`config.mk`:
```
export PLATFORM = sky130hd
export DESIGN_NAME = bus_arbiter_2to1
export DESIGN_NICKNAME = d
export VERILOG_FILES = /design/src/rtl/bus_if_types_pkg.sv /design/src/rtl/bus_rr_pick2.sv /design/src/rtl/bus_arbiter_2to1.sv
export SDC_FILE = /design/constraint.sdc
export NUM_CORES = 1
export LEC_CHECK = 0
export CORE_AREA = 4 4 118 120
export DETAILED_ROUTE_END_ITERATION = 6
export DIE_AREA = 0 0 122 124
export SKIP_CTS_REPAIR_TIMING = 1
export SLEW_MARGIN = 20
export SYNTH_ARGS = -nofsm -noshare
export SYNTH_HDL_FRONTEND = slang
export SYNTH_SLANG_ARGS = --single-unit
```
`constraint.sdc`:
```
create_clock -name clk -period 1.6 [get_ports clk]
set_clock_uncertainty 0.05 [all_clocks]
set_input_delay 0.32 -clock clk [delete_from_list [all_inputs] [get_ports clk]]
set_output_delay 0.32 -clock clk [all_outputs]
set_load 0.05 [all_outputs]
```
`src/rtl/bus_if_types_pkg.sv`:
```
// Shared bus transaction types plus the 2:1 arbiter's state encoding and
// timeout constants.
package bus_if_types_pkg;

  typedef enum logic {
    READ  = 1'b0,
    WRITE = 1'b1
  } ttype_e;

  typedef enum logic [1:0] {
    BYTE = 2'd0,
    HALF = 2'd1,
    WORD = 2'd2
  } tsize_e;

  typedef enum logic [1:0] {
    IDLE = 2'd0,
    OWN0 = 2'd1,
    OWN1 = 2'd2
  } arb_state_e;

  localparam logic [31:0] ARB_TIMEOUT_RDATA = 32'hDEAD_BEEF;

  // Ownership watchdog counter width, clamped to 8..32 bits.
  function automatic int unsigned arb_cnt_width(input int unsigned cycles);
    int unsigned w;
    w = $clog2(cycles);
    if (w < 8) w = 8;
    if (w > 32) w = 32;
    return w;
  endfunction

endpackage

```
`src/rtl/bus_rr_pick2.sv`:
```
// Two-way grant picker: gnt is the index of the winning requester. A tie goes
// to m0 when fixed is set; otherwise it goes to the master not served last.
module bus_rr_pick2 (
  input  logic [1:0] req,
  input  logic       last,
  input  logic       fixed,
  output logic       gnt
);

  always_comb begin
    gnt = 1'b0;
    if (req == 2'b10) begin
      gnt = 1'b1;
    end else if (req == 2'b11) begin
      gnt = fixed ? 1'b0 : ~last;
    end
  end

endmodule

```
`src/rtl/bus_arbiter_2to1.sv`:
```
// Shares one slave bus port between core ibus (m0) and dbus (m1), granting one
// whole transaction per owner. Define ARB_TIMEOUT_EN for the ownership watchdog.
module bus_arbiter_2to1
  import bus_if_types_pkg::*;
#(
  parameter int unsigned FIXED_PRIORITY = 0,
  parameter int unsigned TIMEOUT_CYCLES = 256
) (
  input  logic        clk,
  input  logic        rst_n,
  input  logic        m0_breq,
  input  logic        m0_bstart,
  input  ttype_e      m0_ttype,
  input  tsize_e      m0_tsize,
  input  logic [31:0] m0_addr,
  input  logic [31:0] m0_wdata,
  output logic        m0_bdone,
  output logic [31:0] m0_rdata,
  input  logic        m1_breq,
  input  logic        m1_bstart,
  input  ttype_e      m1_ttype,
  input  tsize_e      m1_tsize,
  input  logic [31:0] m1_addr,
  input  logic [31:0] m1_wdata,
  output logic        m1_bdone,
  output logic [31:0] m1_rdata,
  output logic        s_breq,
  output logic        s_bstart,
  output ttype_e      s_ttype,
  output tsize_e      s_tsize,
  output logic [31:0] s_addr,
  output logic [31:0] s_wdata,
  input  logic        s_bdone,
  input  logic [31:0] s_rdata,
  output logic        arb_timeout
);

  arb_state_e state_q, state_d;
  logic       rr_last_q, rr_last_d;
  logic       pick_gnt;
  logic       own_sel;
  logic       timeout_hit;

  bus_rr_pick2 u_pick (
    .req   ({m1_bstart, m0_bstart}),
    .last  (rr_last_q),
    .fixed (FIXED_PRIORITY != 0),
    .gnt   (pick_gnt)
  );

  assign own_sel = (state_q == OWN1);

  always_ff @(posedge clk or negedge rst_n) begin
    if (!rst_n) begin
      state_q   <= IDLE;
      rr_last_q <= 1'b1;
    end else begin
      state_q   <= state_d;
      rr_last_q <= rr_last_d;
    end
  end

  always_comb begin
    state_d   = state_q;
    rr_last_d = rr_last_q;
    s_breq    = 1'b0;
    s_bstart  = 1'b0;
    s_ttype   = READ;
    s_tsize   = WORD;
    s_addr    = '0;
    s_wdata   = '0;
    m0_bdone  = 1'b0;
    m1_bdone  = 1'b0;
    m0_rdata  = s_rdata;
    m1_rdata  = s_rdata;
    case (state_q)
      IDLE: begin
        if (m0_bstart || m1_bstart) state_d = pick_gnt ? OWN1 : OWN0;
      end
      OWN0, OWN1: begin
        s_breq   = own_sel ? m1_breq   : m0_breq;
        s_bstart = own_sel ? m1_bstart : m0_bstart;
        s_ttype  = own_sel ? m1_ttype  : m0_ttype;
        s_tsize  = own_sel ? m1_tsize  : m0_tsize;
        s_addr   = own_sel ? m1_addr   : m0_addr;
        s_wdata  = own_sel ? m1_wdata  : m0_wdata;
        if (s_bdone || timeout_hit) begin
          state_d   = IDLE;
          rr_last_d = own_sel;
          if (own_sel) m1_bdone = 1'b1;
          else         m0_bdone = 1'b1;
          // A real slave completion always beats the watchdog in the same cycle.
          if (!s_bdone) begin
            s_bstart = 1'b0;
            if (own_sel) m1_rdata = ARB_TIMEOUT_RDATA;
            else         m0_rdata = ARB_TIMEOUT_RDATA;
          end
        end
      end
      default: state_d = IDLE;
    endcase
  end

`ifdef ARB_TIMEOUT_EN
  localparam int unsigned CW = arb_cnt_width(TIMEOUT_CYCLES);

  logic [CW-1:0] cnt_q, cnt_d;
  logic          arb_timeout_q, arb_timeout_d;

  // Count is 0 on the first owned cycle because it is held clear in IDLE.
  always_comb begin
    cnt_d         = (state_q == IDLE) ? '0 : cnt_q + CW'(1);
    arb_timeout_d = arb_timeout_q | (timeout_hit & ~s_bdone);
  end

  always_ff @(posedge clk or negedge rst_n) begin
    if (!rst_n) begin
      cnt_q         <= '0;
      arb_timeout_q <= 1'b0;
    end else begin
      cnt_q         <= cnt_d;
      arb_timeout_q <= arb_timeout_d;
    end
  end

  assign timeout_hit = (state_q != IDLE) && (cnt_q == CW'(TIMEOUT_CYCLES - 1));
  assign arb_timeout = arb_timeout_q;
`else
  logic unused_timeout_cfg;

  assign unused_timeout_cfg = (TIMEOUT_CYCLES < 2);
  assign timeout_hit        = 1'b0;
  assign arb_timeout        = 1'b0;
`endif

endmodule

```
==> parameters.txt <==
Parameter                              Value

Status
  Result of the run ... complete, but fails checks
  Violated checks ... setup timing

GRT
  Remaining Overflow, GRT ... 0
  Global-route wire length before repair ... 11300 microns
  Global Route Usage Sum ... 0.0916
  Largest net degree at the start of global routing ... 35
  Number of global-route vias before repair ... 2379
  Antenna violations before repair ... 0

Cells and area
  Area growth from synthesis to final layout ... 208%
  Ratio of cells with drive above 1 in the final layout ... 0.636
  Antenna diodes ... 0
  Net count of the finished layout ... 589
  Total of fill cells in the finished design ... 1140
  Finished Cell Area ... 6190 sq um
  Non-filler cells in the finished layout ... 588
  Share of the core filled with cells in the final layout ... 0.477

Power and ir drop
  P per Cell Area ... 2660 nW/um^2
  Final Total Pwr ... 16.5 mW
  Max VDD drop ... 1.35 mV
  Leakage power figure ... 2.27 nW

Route
  Final ANT Viol Nets ... 0
  DRC violation count after routing ... 0
  Total wirelength of the detailed-routed design ... 10200 microns
  Vias after detailed routing ... 2359
  Mean number of vias per cell ... 4.01
  Pre-antenna DRT Iters ... 5
  DRC violation total after the first TritonRoute iteration ... 23
  Detail-routed net length per standard cell ... 17.4 microns

Setup path
  Origin of the worst setup path ... state_q[1]
  Worst r2r src ... state_q[0]
  Critical path capture point type ... output port
  Arrival time at the worst endpoint ... 1640 ps
  Critical path type ... reg2out
  Critical path required time ... 1230 ps
  CP startpoint kind ... flop
  Maximum fanout along the worst path ... 6

STA
  Number of pins exceeding their max-slew limit in the final report ... 0
  Setup repair after global routing missed its margin ... yes
  Min Clock Period, post-route ... 2010 ps
  Fmax ... 496 MHz
  Smallest setup slack after layout ... -415 ps
  Setup-violating endpoint count in the final report ... 72
  Part of the cycle the worst path needs ... 1.26
  Hold Violations, Final ... 0
  Setup TNS Final ... -27670 ps

Clock tree
  Root cell of the clock tree ... sky130_fd_sc_hd__clkbuf_16
  Clock tree from TritonCTS ... yes
  Worst-skew pair later-pin latency ... 220 ps
  Longest Clk Path Bufs ... 2
  Number of H-tree levels ... 1
  Worst-path clk slew ... 30 ps
  Number of clock sinks ... 3
  Total CTS buffers ... 3

Logic synthesis
  Flip-flop and latch count after synthesis ... 3
  Mapped Nets ... 416
  Portion of the post-synthesis area used by sequential elements ... 0.0380
  Combined area of all synthesized cells ... 2010 sq um
  Distinct cell type count of the synthesized netlist ... 24
  Avg Synthesized Cell Area ... 8.37 sq um
  Mapped Cells ... 240
  Synth warn ... 0

Floorplan
  Area of the core region ... 13000 sq um
  Number of I/O pins ... 309
  Number of core rows ... 42
  Area of the die ... 15100 sq um
  Width of the die ... 122 microns
  Starting density of the core ... 0.155
  Floorplan die height ... 124 microns

Placed design
  Number of buffers added on ports ... 211
  Last weighted congestion value of the routability-driven placer ... 0.691
  Cell area after placement ... 4780 sq um
  Final HPWL DP ... 6930 microns
  Cell Count Post-Placement ... 558

Run
  Max-cap violations ... 0

Hold path
  Path category of the worst min-delay check ... in2async
==> cell families (layout without fill, tap and decap cells) <==
kind of cell | count (synthesis) | count (layout) | synth area share
other | 1 | 1 | 0.00187
muxes | 70 | 70 | 0.349
buffers and inverters | 84 | 256 | 0.348
AOI/OAI and AO/OA | 6 | 6 | 0.0205
and+or+nand+nor | 73 | 73 | 0.224
adders and majority gates | 3 | 3 | 0.0187
DFF | 3 | 3 | 0.0380
==> cell usage in the layout, fill, tap and decap left out, drive strengths merged <==
master	netlist	layout
o2111ai	1	1
dfstp	1	1
nand2	2	2
clkdlybuf4s50	0	140
ha	3	3
mux2	1	1
a32o	1	1
nor2	1	1
o21ai	2	2
mux2i	69	69
inv	4	4
nand2b	1	1
a21oi	1	1
buf	78	98
a21boi	1	1
clkbuf	1	14
nor2b	68	68
conb	1	1
and2	1	1
dfrtp	2	2
==> sequential cells by signal (all words and copies together), names as in the netlist <==
register / cells
state_q: 2
rr_last_q: 1
==> cell usage after synthesis <==
cell type | number | area [sq um]
sky130_fd_sc_hd__mux2i_1 | 69 | 691
sky130_fd_sc_hd__nor2b_1 | 68 | 425
sky130_fd_sc_hd__buf_4 | 66 | 495
sky130_fd_sc_hd__buf_12 | 7 | 140
sky130_fd_sc_hd__buf_2 | 4 | 20.0
sky130_fd_sc_hd__inv_1 | 4 | 15.0
sky130_fd_sc_hd__ha_1 | 3 | 37.5
sky130_fd_sc_hd__dfrtp_1 | 2 | 50.1
sky130_fd_sc_hd__nand2_1 | 2 | 7.51
sky130_fd_sc_hd__a21boi_0 | 1 | 7.51
sky130_fd_sc_hd__a21oi_1 | 1 | 5.00
sky130_fd_sc_hd__a32o_1 | 1 | 10.0
sky130_fd_sc_hd__and2_1 | 1 | 6.26
sky130_fd_sc_hd__buf_6 | 1 | 11.3
sky130_fd_sc_hd__clkbuf_2 | 1 | 5.00
sky130_fd_sc_hd__conb_1 | 1 | 3.75
sky130_fd_sc_hd__dfstp_2 | 1 | 26.3
sky130_fd_sc_hd__dlymetal6s2s_1 | 1 | 12.5
sky130_fd_sc_hd__mux2_2 | 1 | 11.3
sky130_fd_sc_hd__nand2b_1 | 1 | 6.26
sky130_fd_sc_hd__nor2_1 | 1 | 3.75
sky130_fd_sc_hd__o2111ai_1 | 1 | 8.76
sky130_fd_sc_hd__o21ai_0 | 1 | 5.00
sky130_fd_sc_hd__o21ai_1 | 1 | 5.00
==> power breakdown <==
part	switching (mW)	total (mW)	internal, mW
logic	7.52	15.9	8.40
clock network	0.0695	0.399	0.329
registers	0.0301	0.150	0.119
total	7.62	16.5	8.85
==> layout make-up <==
type / instances / area (sq um) / area share
repair buffers: 248 / 3120 / 0.504
inverters: 4 / 15.0 / 0.00243
well taps: 176 / 220 / 0.0356
flip-flops and latches: 3 / 77.6 / 0.0125
clock buffers: 4 / 78.8 / 0.0127
multi-input cells: 153 / 2680 / 0.432
==> per-layer routing <==
| layer | vias to the layer above | global-route usage | routed length (microns) |
|---|---|---|---|
| met5 | - | 0 | 0 |
| met4 | 0 | 0.0301 | 255 |
| met3 | 42 | 0.0436 | 1070 |
| met2 | 143 | 0.172 | 5400 |
| met1 | 1093 | 0.0877 | 3520 |
| li1 | 1081 | - | - |
==> stage by stage <==
stage	setup WS (ps)	hold WS, ps
final	-415	236
after global routing	-472	244
after CTS	-462	240
after detailed placement	-225	471
after global placement	-199	470
after floorplan	-109	-25.6
==> final timing paths <==
check,slack [ps],end,cells past startpoint
max,-410,s_wdata[23],6
min,240,state_q[0],1
max reg2reg,-40,rr_last_q,8
min reg2reg,580,rr_last_q,1
max in group asynchronous,1040,rr_last_q,1
min in group clk,580,rr_last_q,1
==> worst max-delay path, cell delays in order, from the launching register on <==
cell and delay [ps]:
sky130_fd_sc_hd__dfrtp_2 430, sky130_fd_sc_hd__ha_4 210, sky130_fd_sc_hd__buf_6 130, sky130_fd_sc_hd__clkbuf_16 180, sky130_fd_sc_hd__mux2i_4 200, sky130_fd_sc_hd__nor2b_4 120
sky130_fd_sc_hd__buf_6 160
Note: power is estimated with default switching activity, not from simulation.
